<file path="config.mk">
export PLATFORM = sky130hd
export DESIGN_NAME = step_channel_bank_flat
export DESIGN_NICKNAME = d
export VERILOG_FILES = /design/src/rtl/step_channel_bank_if.sv /design/src/rtl/step_channel_bank.sv /design/src/flat_wrapper.sv
export SDC_FILE = /design/constraint.sdc
export NUM_CORES = 1
export LEC_CHECK = 0
export ABC_AREA = 1
export CAP_MARGIN = 10
export CORE_MARGIN = 2
export CORE_UTILIZATION = 35
export DETAILED_ROUTE_END_ITERATION = 8
export HOLD_SLACK_MARGIN = 0.12
export PLACE_DENSITY_LB_ADDON = 0.25
export SETUP_SLACK_MARGIN = 0.05
export SKIP_CTS_REPAIR_TIMING = 1
export SLEW_MARGIN = 15
export SYNTH_ARGS = -nofsm -noshare
export SYNTH_HDL_FRONTEND = slang
export SYNTH_SLANG_ARGS = --single-unit
</file>
<file path="constraint.sdc">
create_clock -name clk_in -period 3.45 [get_ports clk_in]
set_input_delay 0.69 -clock clk_in [delete_from_list [all_inputs] [get_ports clk_in]]
set_output_delay 0.69 -clock clk_in [all_outputs]
set_load 0.05 [all_outputs]
</file>
<file path="src/rtl/step_channel_bank_if.sv">
// ---------------------------------------------------------------------------
// step_channel_bank_if
// picorv32 native memory bus, seen from one peripheral.
//   mem_valid_in   CPU request
//   mem_instr_in   instruction-fetch flag
//   mem_addr_in    byte address
//   mem_wdata_in   write data
//   mem_wstrb_in   byte strobes, 0 = read
//   mem_rdata_out  read data, 0 when not ready
//   mem_ready_out  one-cycle acknowledge
// master: the CPU side.  slave: the peripheral side.
// ---------------------------------------------------------------------------
interface step_channel_bank_if;
    logic        mem_valid_in;
    logic        mem_instr_in;
    logic [31:0] mem_addr_in;
    logic [31:0] mem_wdata_in;
    logic [3:0]  mem_wstrb_in;
    logic [31:0] mem_rdata_out;
    logic        mem_ready_out;

    modport master (
        output mem_valid_in, mem_instr_in, mem_addr_in, mem_wdata_in, mem_wstrb_in,
        input  mem_rdata_out, mem_ready_out
    );

    modport slave (
        input  mem_valid_in, mem_instr_in, mem_addr_in, mem_wdata_in, mem_wstrb_in,
        output mem_rdata_out, mem_ready_out
    );
endinterface

</file>
<file path="src/rtl/step_channel_bank.sv">
// ---------------------------------------------------------------------------
// step_channel_bank
// NUM_CH-channel step/dir pulse generator with a memory-mapped register file
// on the picorv32 native bus. Each channel issues a counted burst of
// PULSE_WIDTH-cycle step pulses at a programmable period.
//
// Ports
//   clk_in        peripheral clock
//   reset_n_in    asynchronous active-low reset
//   bus           step_channel_bank_if.slave (CPU memory bus)
//   step_out      step pulses, one per channel
//   dir_out       direction, frozen while a burst runs
//   enable_n_out  active-low driver enable (~CTRL.EN)
//
// Register map per channel (BASE_ADDR + 16*ch):
//   +0 CTRL   b0 START (pulse), b1 DIR, b2 EN, b3 ABORT (pulse)
//   +4 STEPS  steps to issue / remaining
//   +8 DIV    period in clk_in cycles, floored at 2*PULSE_WIDTH
//   +C STATUS b0 BUSY, b1 DONE (sticky), [31:8] position
//
// Build option: define STEP_POSITION_EN to add a signed per-channel step
// position counter, reported in STATUS[31:8].
// ---------------------------------------------------------------------------
module step_channel_bank #(
    parameter int unsigned NUM_CH      = 4,
    parameter int unsigned CNT_WIDTH   = 32,
    parameter int unsigned DIV_WIDTH   = 16,
    parameter int unsigned PULSE_WIDTH = 4,
    parameter logic [31:0] BASE_ADDR   = 32'h1000_0040
) (
    input  logic                  clk_in,
    input  logic                  reset_n_in,
    step_channel_bank_if.slave    bus,
    output logic [NUM_CH-1:0]     step_out,
    output logic [NUM_CH-1:0]     dir_out,
    output logic [NUM_CH-1:0]     enable_n_out
);
    typedef enum logic {IDLE, RUN} state_t;

    localparam logic [DIV_WIDTH-1:0] MIN_PERIOD = DIV_WIDTH'(2 * PULSE_WIDTH);
    localparam logic [DIV_WIDTH-1:0] PW         = DIV_WIDTH'(PULSE_WIDTH);
    localparam logic [31:0]          END_ADDR   = BASE_ADDR + 32'(16 * NUM_CH);

    state_t                state [NUM_CH];
    logic [CNT_WIDTH-1:0]  steps [NUM_CH];
    logic [DIV_WIDTH-1:0]  div   [NUM_CH];
    logic [DIV_WIDTH-1:0]  phase [NUM_CH];
    logic [DIV_WIDTH-1:0]  eff   [NUM_CH];
    logic [NUM_CH-1:0]     ctrl_dir, ctrl_en, done, dir_q;
`ifdef STEP_POSITION_EN
    logic signed [CNT_WIDTH-1:0] pos [NUM_CH];
`endif

    logic [31:0] offset, rd_val, rdata_q;
    logic [3:0]  ch_idx;
    logic [1:0]  reg_idx;
    logic        sel, accept, wr, ready_q;
    logic [NUM_CH-1:0] wr_ctrl, wr_steps, wr_div, start_req, abort_req, dir_next;
    logic        unused_ok;

    // Byte-lane merge of a write into an existing 32-bit register image.
    function automatic logic [31:0] merge(input logic [31:0] old, input logic [31:0] wd,
                                          input logic [3:0] strb);
        logic [31:0] r;
        r = old;
        for (int b = 0; b < 4; b++)
            if (strb[b]) r[8*b +: 8] = wd[8*b +: 8];
        return r;
    endfunction

    assign offset  = bus.mem_addr_in - BASE_ADDR;
    assign ch_idx  = offset[7:4];
    assign reg_idx = offset[3:2];
    assign sel     = bus.mem_valid_in && !bus.mem_instr_in &&
                     (bus.mem_addr_in >= BASE_ADDR) && (bus.mem_addr_in < END_ADDR);
    // A held request is acknowledged every other cycle: ready must drop in between.
    assign accept  = sel && !ready_q;
    assign wr      = accept && (bus.mem_wstrb_in != 4'd0);
    assign unused_ok = ^{offset[31:8], offset[1:0]};

    assign bus.mem_ready_out = ready_q;
    assign bus.mem_rdata_out = rdata_q;
    assign enable_n_out      = ~ctrl_en;
    assign dir_out           = dir_q;

    always_comb begin
        // NOTE: every always_comb output gets a default first so no path leaves it unassigned (no latch).
        wr_ctrl  = '0;
        wr_steps = '0;
        wr_div   = '0;
        for (int c = 0; c < NUM_CH; c++) begin
            if (wr && ch_idx == 4'(c)) begin
                wr_ctrl[c]  = (reg_idx == 2'd0) && bus.mem_wstrb_in[0];
                wr_steps[c] = (reg_idx == 2'd1);
                wr_div[c]   = (reg_idx == 2'd2);
            end
            eff[c] = (div[c] < MIN_PERIOD) ? MIN_PERIOD : div[c];
        end
        // ABORT in the same write suppresses START.
        start_req = wr_ctrl & {NUM_CH{bus.mem_wdata_in[0] & ~bus.mem_wdata_in[3]}};
        abort_req = wr_ctrl & {NUM_CH{bus.mem_wdata_in[3]}};
        // DIR as it will be after this write, so a START+DIR write latches the new direction.
        dir_next  = (wr_ctrl & {NUM_CH{bus.mem_wdata_in[1]}}) | (~wr_ctrl & ctrl_dir);
    end

    always_comb begin
        rd_val = '0;
        for (int c = 0; c < NUM_CH; c++) begin
            if (ch_idx == 4'(c)) begin
                case (reg_idx)
                    2'd0:    rd_val = {28'd0, 1'b0, ctrl_en[c], ctrl_dir[c], 1'b0};
                    2'd1:    rd_val = 32'(steps[c]);
                    2'd2:    rd_val = 32'(div[c]);
`ifdef STEP_POSITION_EN
                    default: rd_val = {24'(pos[c]), 6'd0, done[c], state[c] == RUN};
`else
                    default: rd_val = {30'd0, done[c], state[c] == RUN};
`endif
                endcase
            end
        end
    end

    always_ff @(posedge clk_in or negedge reset_n_in) begin
        if (!reset_n_in) begin
            ready_q  <= 1'b0;
            rdata_q  <= '0;
            step_out <= '0;
            dir_q    <= '0;
            ctrl_dir <= '0;
            ctrl_en  <= '0;
            done     <= '0;
            // NOTE: the register arrays are flops that must read 0 after reset, so every entry is reset.
            for (int c = 0; c < NUM_CH; c++) begin
                state[c] <= IDLE;
                steps[c] <= '0;
                div[c]   <= '0;
                phase[c] <= '0;
`ifdef STEP_POSITION_EN
                pos[c]   <= '0;
`endif
            end
        end else begin
            // NOTE: non-blocking assignments throughout, so every flop samples pre-edge values.
            ready_q <= accept;
            rdata_q <= accept ? rd_val : 32'd0;
            for (int c = 0; c < NUM_CH; c++) begin
                if (wr_ctrl[c]) begin
                    ctrl_dir[c] <= bus.mem_wdata_in[1];
                    ctrl_en[c]  <= bus.mem_wdata_in[2];
                end
                case (state[c])
                    IDLE: begin
                        dir_q[c]    <= dir_next[c];
                        step_out[c] <= 1'b0;
                        if (wr_steps[c])
                            steps[c] <= CNT_WIDTH'(merge(32'(steps[c]), bus.mem_wdata_in,
                                                         bus.mem_wstrb_in));
                        if (wr_div[c])
                            div[c] <= DIV_WIDTH'(merge(32'(div[c]), bus.mem_wdata_in,
                                                       bus.mem_wstrb_in));
                        if (start_req[c]) begin
                            if (steps[c] != '0) begin
                                state[c] <= RUN;
                                phase[c] <= '0;
                                done[c]  <= 1'b0;
                            end else begin
                                done[c]  <= 1'b1;
                            end
                        end
                    end
                    RUN: begin
                        if (abort_req[c]) begin
                            state[c]    <= IDLE;
                            step_out[c] <= 1'b0;
                        end else begin
                            // Pulse occupies phases 0..PW-1 of each period.
                            step_out[c] <= (phase[c] < PW);
`ifdef STEP_POSITION_EN
                            if (phase[c] == '0)
                                pos[c] <= dir_q[c] ? pos[c] + CNT_WIDTH'(1)
                                                   : pos[c] - CNT_WIDTH'(1);
`endif
                            if (phase[c] == eff[c] - DIV_WIDTH'(1)) begin
                                phase[c] <= '0;
                                steps[c] <= steps[c] - CNT_WIDTH'(1);
                                if (steps[c] == CNT_WIDTH'(1)) begin
                                    state[c] <= IDLE;
                                    done[c]  <= 1'b1;
                                end
                            end else begin
                                phase[c] <= phase[c] + DIV_WIDTH'(1);
                            end
                        end
                    end
                    default: state[c] <= IDLE;
                endcase
            end
        end
    end
endmodule

</file>
<file path="src/flat_wrapper.sv">
// flat-port wrapper written by rule: the top's interface ports become plain ports
module step_channel_bank_flat 
#(
    parameter int unsigned NUM_CH      = 4,
    parameter int unsigned CNT_WIDTH   = 32,
    parameter int unsigned DIV_WIDTH   = 16,
    parameter int unsigned PULSE_WIDTH = 4,
    parameter logic [31:0] BASE_ADDR   = 32'h1000_0040
)
  (clk_in, reset_n_in, step_out, dir_out, enable_n_out, bus_mem_valid_in, bus_mem_instr_in, bus_mem_addr_in, bus_mem_wdata_in, bus_mem_wstrb_in, bus_mem_rdata_out, bus_mem_ready_out);
  step_channel_bank_if bus_i ();
  input  logic clk_in;
  input  logic reset_n_in;
  output logic [NUM_CH-1:0] step_out;
  output logic [NUM_CH-1:0] dir_out;
  output logic [NUM_CH-1:0] enable_n_out;
  input wire logic [$bits(bus_i.mem_valid_in)-1:0] bus_mem_valid_in;
  input wire logic [$bits(bus_i.mem_instr_in)-1:0] bus_mem_instr_in;
  input wire logic [$bits(bus_i.mem_addr_in)-1:0] bus_mem_addr_in;
  input wire logic [$bits(bus_i.mem_wdata_in)-1:0] bus_mem_wdata_in;
  input wire logic [$bits(bus_i.mem_wstrb_in)-1:0] bus_mem_wstrb_in;
  output wire logic [$bits(bus_i.mem_rdata_out)-1:0] bus_mem_rdata_out;
  output wire logic [$bits(bus_i.mem_ready_out)-1:0] bus_mem_ready_out;
  assign bus_i.mem_valid_in = bus_mem_valid_in;
  assign bus_i.mem_instr_in = bus_mem_instr_in;
  assign bus_i.mem_addr_in = bus_mem_addr_in;
  assign bus_i.mem_wdata_in = bus_mem_wdata_in;
  assign bus_i.mem_wstrb_in = bus_mem_wstrb_in;
  assign bus_mem_rdata_out = bus_i.mem_rdata_out;
  assign bus_mem_ready_out = bus_i.mem_ready_out;
  step_channel_bank #(.NUM_CH(NUM_CH), .CNT_WIDTH(CNT_WIDTH), .DIV_WIDTH(DIV_WIDTH), .PULSE_WIDTH(PULSE_WIDTH), .BASE_ADDR(BASE_ADDR)) u_core (.clk_in(clk_in), .reset_n_in(reset_n_in), .bus(bus_i), .step_out(step_out), .dir_out(dir_out), .enable_n_out(enable_n_out));
endmodule
</file>
==> results.cfg, run 1 <==
[clock_tree]
cts_max_path_buffers = 3
h-tree-depth = 2
cts_root_buf = clkbuf_16
clock_latency_ns = 0.58
cts_buffers = 39
clk_pin_slew_worst_paths_ns = 0.06
cts.sinks = 313
cts_tree = built

[pwr]
power_leakage_uw = 0.01273
peakVddDrop_v = 0.0003323
total_power_uw = 11770
powerDensity_nw_per_um2 = 437.3

[worst_setup_path]
worst_setup_path_start_kind = flip-flop
ff2ff_path_depth = 20
worstPathArrival_ns = 3.69
required_ns = 3.96
critPathSlowestCell = dfrtp_1
crit_fanout = 7
cp-end-kind = flip-flop
cp_cell_sequence = nor2_2 > nand2_1 > nor2_4 > nand3_4 > nand2_1 > ha_1 > inv_1 > nor2_2 > nand4_1 > nor2_2 > nand3_1 > xor2_1 > nand3_1 > nor2_2 > nand2_4 > nand2_8 > buf_4 > nor2_1 > nand2_1 > nand2_1
crit_type = reg -> reg
max_stage_delay_ns = 0.39

[die]
die_y_um = 256.0
pin_count = 117
die_x_um = 256.0
dieArea_sq_um = 65520
rows = 92
core_area_sq_um = 62970
start_util_pct = 35.29

[timing]
setup_slack_ns = 0.2685
tns_ns = 0
worst_pin_slew_ns = 1.012
post-route-period-util_pct = 92.22
fin_crit_ns = 3.182
setup_violations = 0
hold_slack_ns = 0.1518
hold_violations = 0
slew_headroom_pct = 32.45
fmax_ghz = 0.3143
drv_slew = 0
finClkSkew_ns = 0.01885
rsz0062_at_grt = false

[detailed_routing]
first_pass_iters = 6
drt_iter0_drc = 2149
avgViaCountPerCell = 5.365
routed_wl_mm = 83.21
drc = 0
vias = 23090
routedWlPerCell_um = 19.33
antenna_left = 0

[logic_synthesis]
syn_area_sq_um = 22220
ys_seq_elements = 313
synth_cell_types = 66
synth_edf_count = 0
yosys_most_used_dff = dfrtp_1
yosysSeqAreaShare_pct = 35.25
async_flop_share_pct = 100.0
synthCells = 3222
syn_nets = 3310
yosysWarnings = 0
avgSynthCellArea_sq_um = 6.897

[placed_design]
placed_area_sq_um = 25290
hpwlAfterDp_mm = 61.85
post-place-ws_ns = -0.02776
port_buffers = 114
gp_congestion = 0.9463

[global_route]
grt_pass1_vias = 21250
grtUsageTotal_pct = 24.83
grt_overflow = 0
antenna_found_initial = 3
grt_pass1_wl_mm = 127.4
grt_max_degree = 82

[min_path]
hp-class = in -> async

[cells_and_area]
final_layout_size_suffix_gt1_share_pct = 10.93
area_growth_syn_to_layout_pct = 21.11
final_nets = 3517
fin_area_sq_um = 26910
antenna_cells = 0

[run_status]
run_status = finished clean

[flow_run]
drv_cap = 0
worst max-delay path: cells and delay by family (launching register included):
family                     cells  cell delay (ns)
xor gates and xnor gates       1             0.15
adders and majority gates      1             0.21
DFF                            1             0.39
and+or+nand+nor               16             2.11
buffers and inverters          2             0.24
cells by family after synthesis:
| family | synth area share (%) |
|---|---|
| adder cells (fa/ha/maj) | 0.9009 |
| buffers and inverters | 8.322 |
| XOR/XNOR | 6.047 |
| multiplexers | 0.1408 |
| AO/OA/AOI/OAI | 14.89 |
| flip-flops | 35.25 |
| AND/OR/NAND/NOR | 34.45 |
routing by layer:
layer	global-route usage, %	part of all wire, %	vias up
li1	-	-	11210
met1	35.36	45	10760
met2	37.86	43	923
met3	3.417	7.4	187
met4	9.958	4.0	4
met5	0	0.034	-
power breakdown:
part           switching, uW  internal (uW)
registers                404           3930
clock network           1740           2770
logic                   1860           1070
cells in the mapped netlist (14+ instances only):
master,count,area (sq um)
nand2_1,863,3239
nor2_1,364,1366
dfrtp_1,313,7833
o21ai_0,290,1451
inv_1,289,1085
nand4_1,176,1101
nand3_1,156,780.8
xor2_1,117,1025
a21oi_1,113,565.5
clkbuf_1,85,319.1
nor3_1,55,275.3
o22ai_1,41,256.5
nor4_1,34,212.7
xnor2_1,26,227.7
buf_2,22,110.1
inv_2,21,78.83
o21ai_1,19,95.09
ha_1,16,200.2
nor2_2,15,93.84
a311oi_1,14,122.6
a31oi_1,14,87.58
final timing paths:
kind                                               start                       endpoint  slack, ns
hold / removal                                reset_n_in   u_core.phase[36]$_DFFE_PN0P_       0.15
min in group clk_in        u_core.steps[106]$_DFFE_PN0P_  u_core.steps[106]$_DFFE_PN0P_       0.48
max in group asynchronous                     reset_n_in   u_core.steps[28]$_DFFE_PN0P_       2.50
setup reg to reg              u_core.div[25]$_DFFE_PN0P_   u_core.phase[16]$_DFFE_PN0P_       0.27
setup / recovery              u_core.div[25]$_DFFE_PN0P_   u_core.phase[16]$_DFFE_PN0P_       0.27
hold reg to reg            u_core.steps[106]$_DFFE_PN0P_  u_core.steps[106]$_DFFE_PN0P_       0.48
flip-flops by register name, indices dropped and copies added, names as in the netlist:
name and count:
u_core.state 4, u_core.done 4, u_core.step_out 4, u_core.phase 64
u_core.ctrl_en 4, u_core.dir_out 4, u_core.steps 128, u_core.ctrl_dir 4
u_core.bus.mem_ready_out 1, u_core.bus.mem_rdata_out 32, u_core.div 64
through the flow:
| stage | instances | util (%) |
|---|---|---|
| final | 4304 | 42.74 |
| after global routing | 4304 | 42.74 |
| after CTS | 4293 | 42.36 |
| after detailed placement | 4223 | 40.16 |
| after global placement | 4223 | 40.16 |
| after floorplan | 3222 | - |
layout make-up:
| cell class | count | area (sq um) |
|---|---|---|
| multi-input combinational | 2464 | 12700 |
| fill | 6566 | 36050 |
| clock inverter | 11 | 185.2 |
| sequential | 313 | 7834 |
| clock buffer | 59 | 1204 |
| timing repair buffer | 299 | 2759 |
| inverter | 312 | 1171 |
| tap | 846 | 1059 |
cell usage in the layout (no fill, tap or decap), types with 113 or more instances in the layout:
master           count
nand2_1            862
nor2_1             351
inv_1              289
nand4_1            176
o21ai_0            290
a21oi_1            113
buf_4              166
xor2_1             117
clkdlybuf4s50_1    113
nand3_1            153
dfrtp_1            312
Power figures use the tool's default switching activity.
==> run 2, diff against run 1 <==
--- a/config.mk
+++ b/config.mk
@@ -11,7 +11,7 @@
 export CORE_UTILIZATION = 35
 export DETAILED_ROUTE_END_ITERATION = 8
 export HOLD_SLACK_MARGIN = 0.12
-export PLACE_DENSITY_LB_ADDON = 0.25
+export PLACE_DENSITY = 0.59
 export SETUP_SLACK_MARGIN = 0.05
 export SKIP_CTS_REPAIR_TIMING = 1
 export SLEW_MARGIN = 15
==> run 2 against run 1 <==
  * Sequential share of layout area about the same
  * Die area unchanged
  * Flip-flop and latch count unchanged
  * Maximum frequency up 0.40%
  * Setup slack better by 0.013 ns
  * Clock power down 2%
==> results.cfg, run 2 (synthesized netlist as in run 1, its figures left out) <==
[die]
die_y_um = 256.0
start_util_pct = 35.29
core_area_sq_um = 62970
die_x_um = 256.0
dieArea_sq_um = 65520
rows = 92
pin_count = 117

[global_route]
antenna_found_initial = 1
grtUsageTotal_pct = 24.57
grt_max_degree = 73
grt_pass1_vias = 21150
grt_pass1_wl_mm = 125.8
grt_overflow = 0

[timing]
rsz0062_at_grt = true
fin_crit_ns = 3.169
tns_ns = 0
drv_slew = 0
slew_headroom_pct = 37.36
fmax_ghz = 0.3156
setup_violations = 0
worst_pin_slew_ns = 0.9386
hold_violations = 0
finClkSkew_ns = 0.02860
post-route-period-util_pct = 91.85

[worst_setup_path]
path_common_cell = nand2_1
worst_setup_path_start_kind = flip-flop
cp-startpoint = u_core.div[25]$_DFFE_PN0P_
critPathSlowestCell = dfrtp_1
required_ns = 3.90
max_stage_delay_ns = 0.38
crit_type = reg -> reg
cp_cell_sequence = nor2_1 > nand2_1 > nor2_4 > nand3_4 > nand2_1 > ha_1 > inv_1 > nor2_1 > nand4_1 > nor2_2 > nand3_1 > xor2_1 > nand3_1 > nor2_1 > nand2_2 > nand2_8 > nand3_2 > nand2_1 > nand2_1
ff2ff_path_depth = 19
critPathCapture = u_core.steps[60]$_DFFE_PN0P_
r2r_slack_ns = 0.28
r2r_start = u_core.div[25]$_DFFE_PN0P_
worstPathArrival_ns = 3.62
crit_fanout = 14
cp-end-kind = flip-flop
r2r-end = u_core.steps[60]$_DFFE_PN0P_

[pwr]
power_frac_comb_pct = 24.6
p_switching_uw = 3948
p_int_uw = 7654
total_power_uw = 11600
peakVddDrop_v = 0.0002983
power_leakage_uw = 0.01270
pwr-share-seq_pct = 37.3
power_frac_clock_pct = 38.1
powerDensity_nw_per_um2 = 431.7
swShare_pct = 34.03

[cells_and_area]
regMostFlops = u_core.steps
finalNonFillerCells = 4306
antenna_cells = 0
final_nets = 3518
final_cell_mix = 863 x nand2_1, 351 x nor2_1, 312 x dfrtp_1, 290 x o21ai_0, 289 x inv_1
final_layout_size_suffix_gt1_share_pct = 11.07
area_growth_syn_to_layout_pct = 20.94
final_common_cell = nand2_1
largest_registers = u_core.steps (128), u_core.div (64), u_core.phase (64)
largest_reg_flops = 128
final_util_pct = 42.68

[clock_tree]
clk_pin_slew_worst_paths_ns = 0.06
h-tree-depth = 2
cts_root_buf = clkbuf_16
cts_buffers = 40
cts.sinks = 313
cts_tree = built
clock_latency_ns = 0.59
cts_max_path_buffers = 3

[min_path]
hp-class = in -> async

[placed_design]
gp_congestion = 0.9892
placed_cells = 4222
hpwlAfterDp_mm = 60.82
port_buffers = 114

[flow_run]
drv_cap = 0

[detailed_routing]
drt_iter0_drc = 2142
routedWlPerCell_um = 19.04
antenna_left = 0
drc = 0
vias = 22850
avgViaCountPerCell = 5.305
first_pass_iters = 6
routed_wl_mm = 81.98

[run_status]
run_status = finished clean
==> run 2: changes by cell type in the layout (fill, tap and decap cells not counted), moves of 2 or more <==
cell      previous run  this run
clkinv_2             4         8
nand3_1            153       150
nand3_2              8        11
buf_4              166       168
inv_6                0         2
buf_12              17        15
==> run 2: cell type report <==
cell class | count | area [sq um]
sequential | 313 | 7834
clock inverter | 15 | 185.2
fill | 6555 | 36090
timing repair buffer | 299 | 2730
inverter | 312 | 1171
tap | 846 | 1059
clock buffer | 57 | 1186
multi-input combinational | 2464 | 12710
==> run 2: power groups by stage <==
stage	registers (uW)	logic, uW	clock network, uW
detailed placement	4370	2790	0
finish	4330	2860	4420
CTS	4320	2800	4500
floorplan	4260	1950	0
global placement	4380	2750	0
global route	4370	3220	4670
==> run 2: metrics by stage <==
step / hold slack (ns) / instance area (sq um) / worst slack, ns
after global routing: 0.1387 / 26870 / 0.02117
after CTS: 0.1119 / 26610 / 0.0008842
after floorplan: 0.3944 / 22220 / 0.7085
after detailed placement: 0.4590 / 25240 / 0.004638
after global placement: 0.4529 / 25240 / 0.03695
final: 0.1131 / 26870 / 0.2811
==> run 2: layer usage <==
metal | track usage (%) | wire length, um | vias to the layer above
li1 | - | - | 11220
met2 | 36.33 | 34800 | 880
met1 | 34.95 | 37050 | 10560
met3 | 3.575 | 5882 | 188
met5 | 0 | 0 | -
met4 | 12.17 | 4251 | 0
==> run 2: worst min-delay path by stage <==
stage | to | startpoint | slack [ns]
floorplan | u_core.bus.mem_rdata_out[0]$_DFF_PN0_ | reset_n_in | 0.39
global placement | u_core.steps[1]$_DFFE_PN0P_ | u_core.steps[1]$_DFFE_PN0P_ | 0.45
detailed placement | u_core.steps[106]$_DFFE_PN0P_ | u_core.steps[106]$_DFFE_PN0P_ | 0.46
CTS | u_core.div[15]$_DFFE_PN0P_ | reset_n_in | 0.11
global route | u_core.phase[17]$_DFFE_PN0P_ | reset_n_in | 0.14
finish | u_core.phase[17]$_DFFE_PN0P_ | reset_n_in | 0.11
==> run 2: critical path: cells and delay by family, from the launching register on <==
family / cells / cell delay [ns]
flip-flops: 1 / 0.38
buffers and inverters: 1 / 0.06
adder cells (fa/ha/maj): 1 / 0.20
AND/OR/NAND/NOR: 16 / 2.22
XOR/XNOR: 1 / 0.14
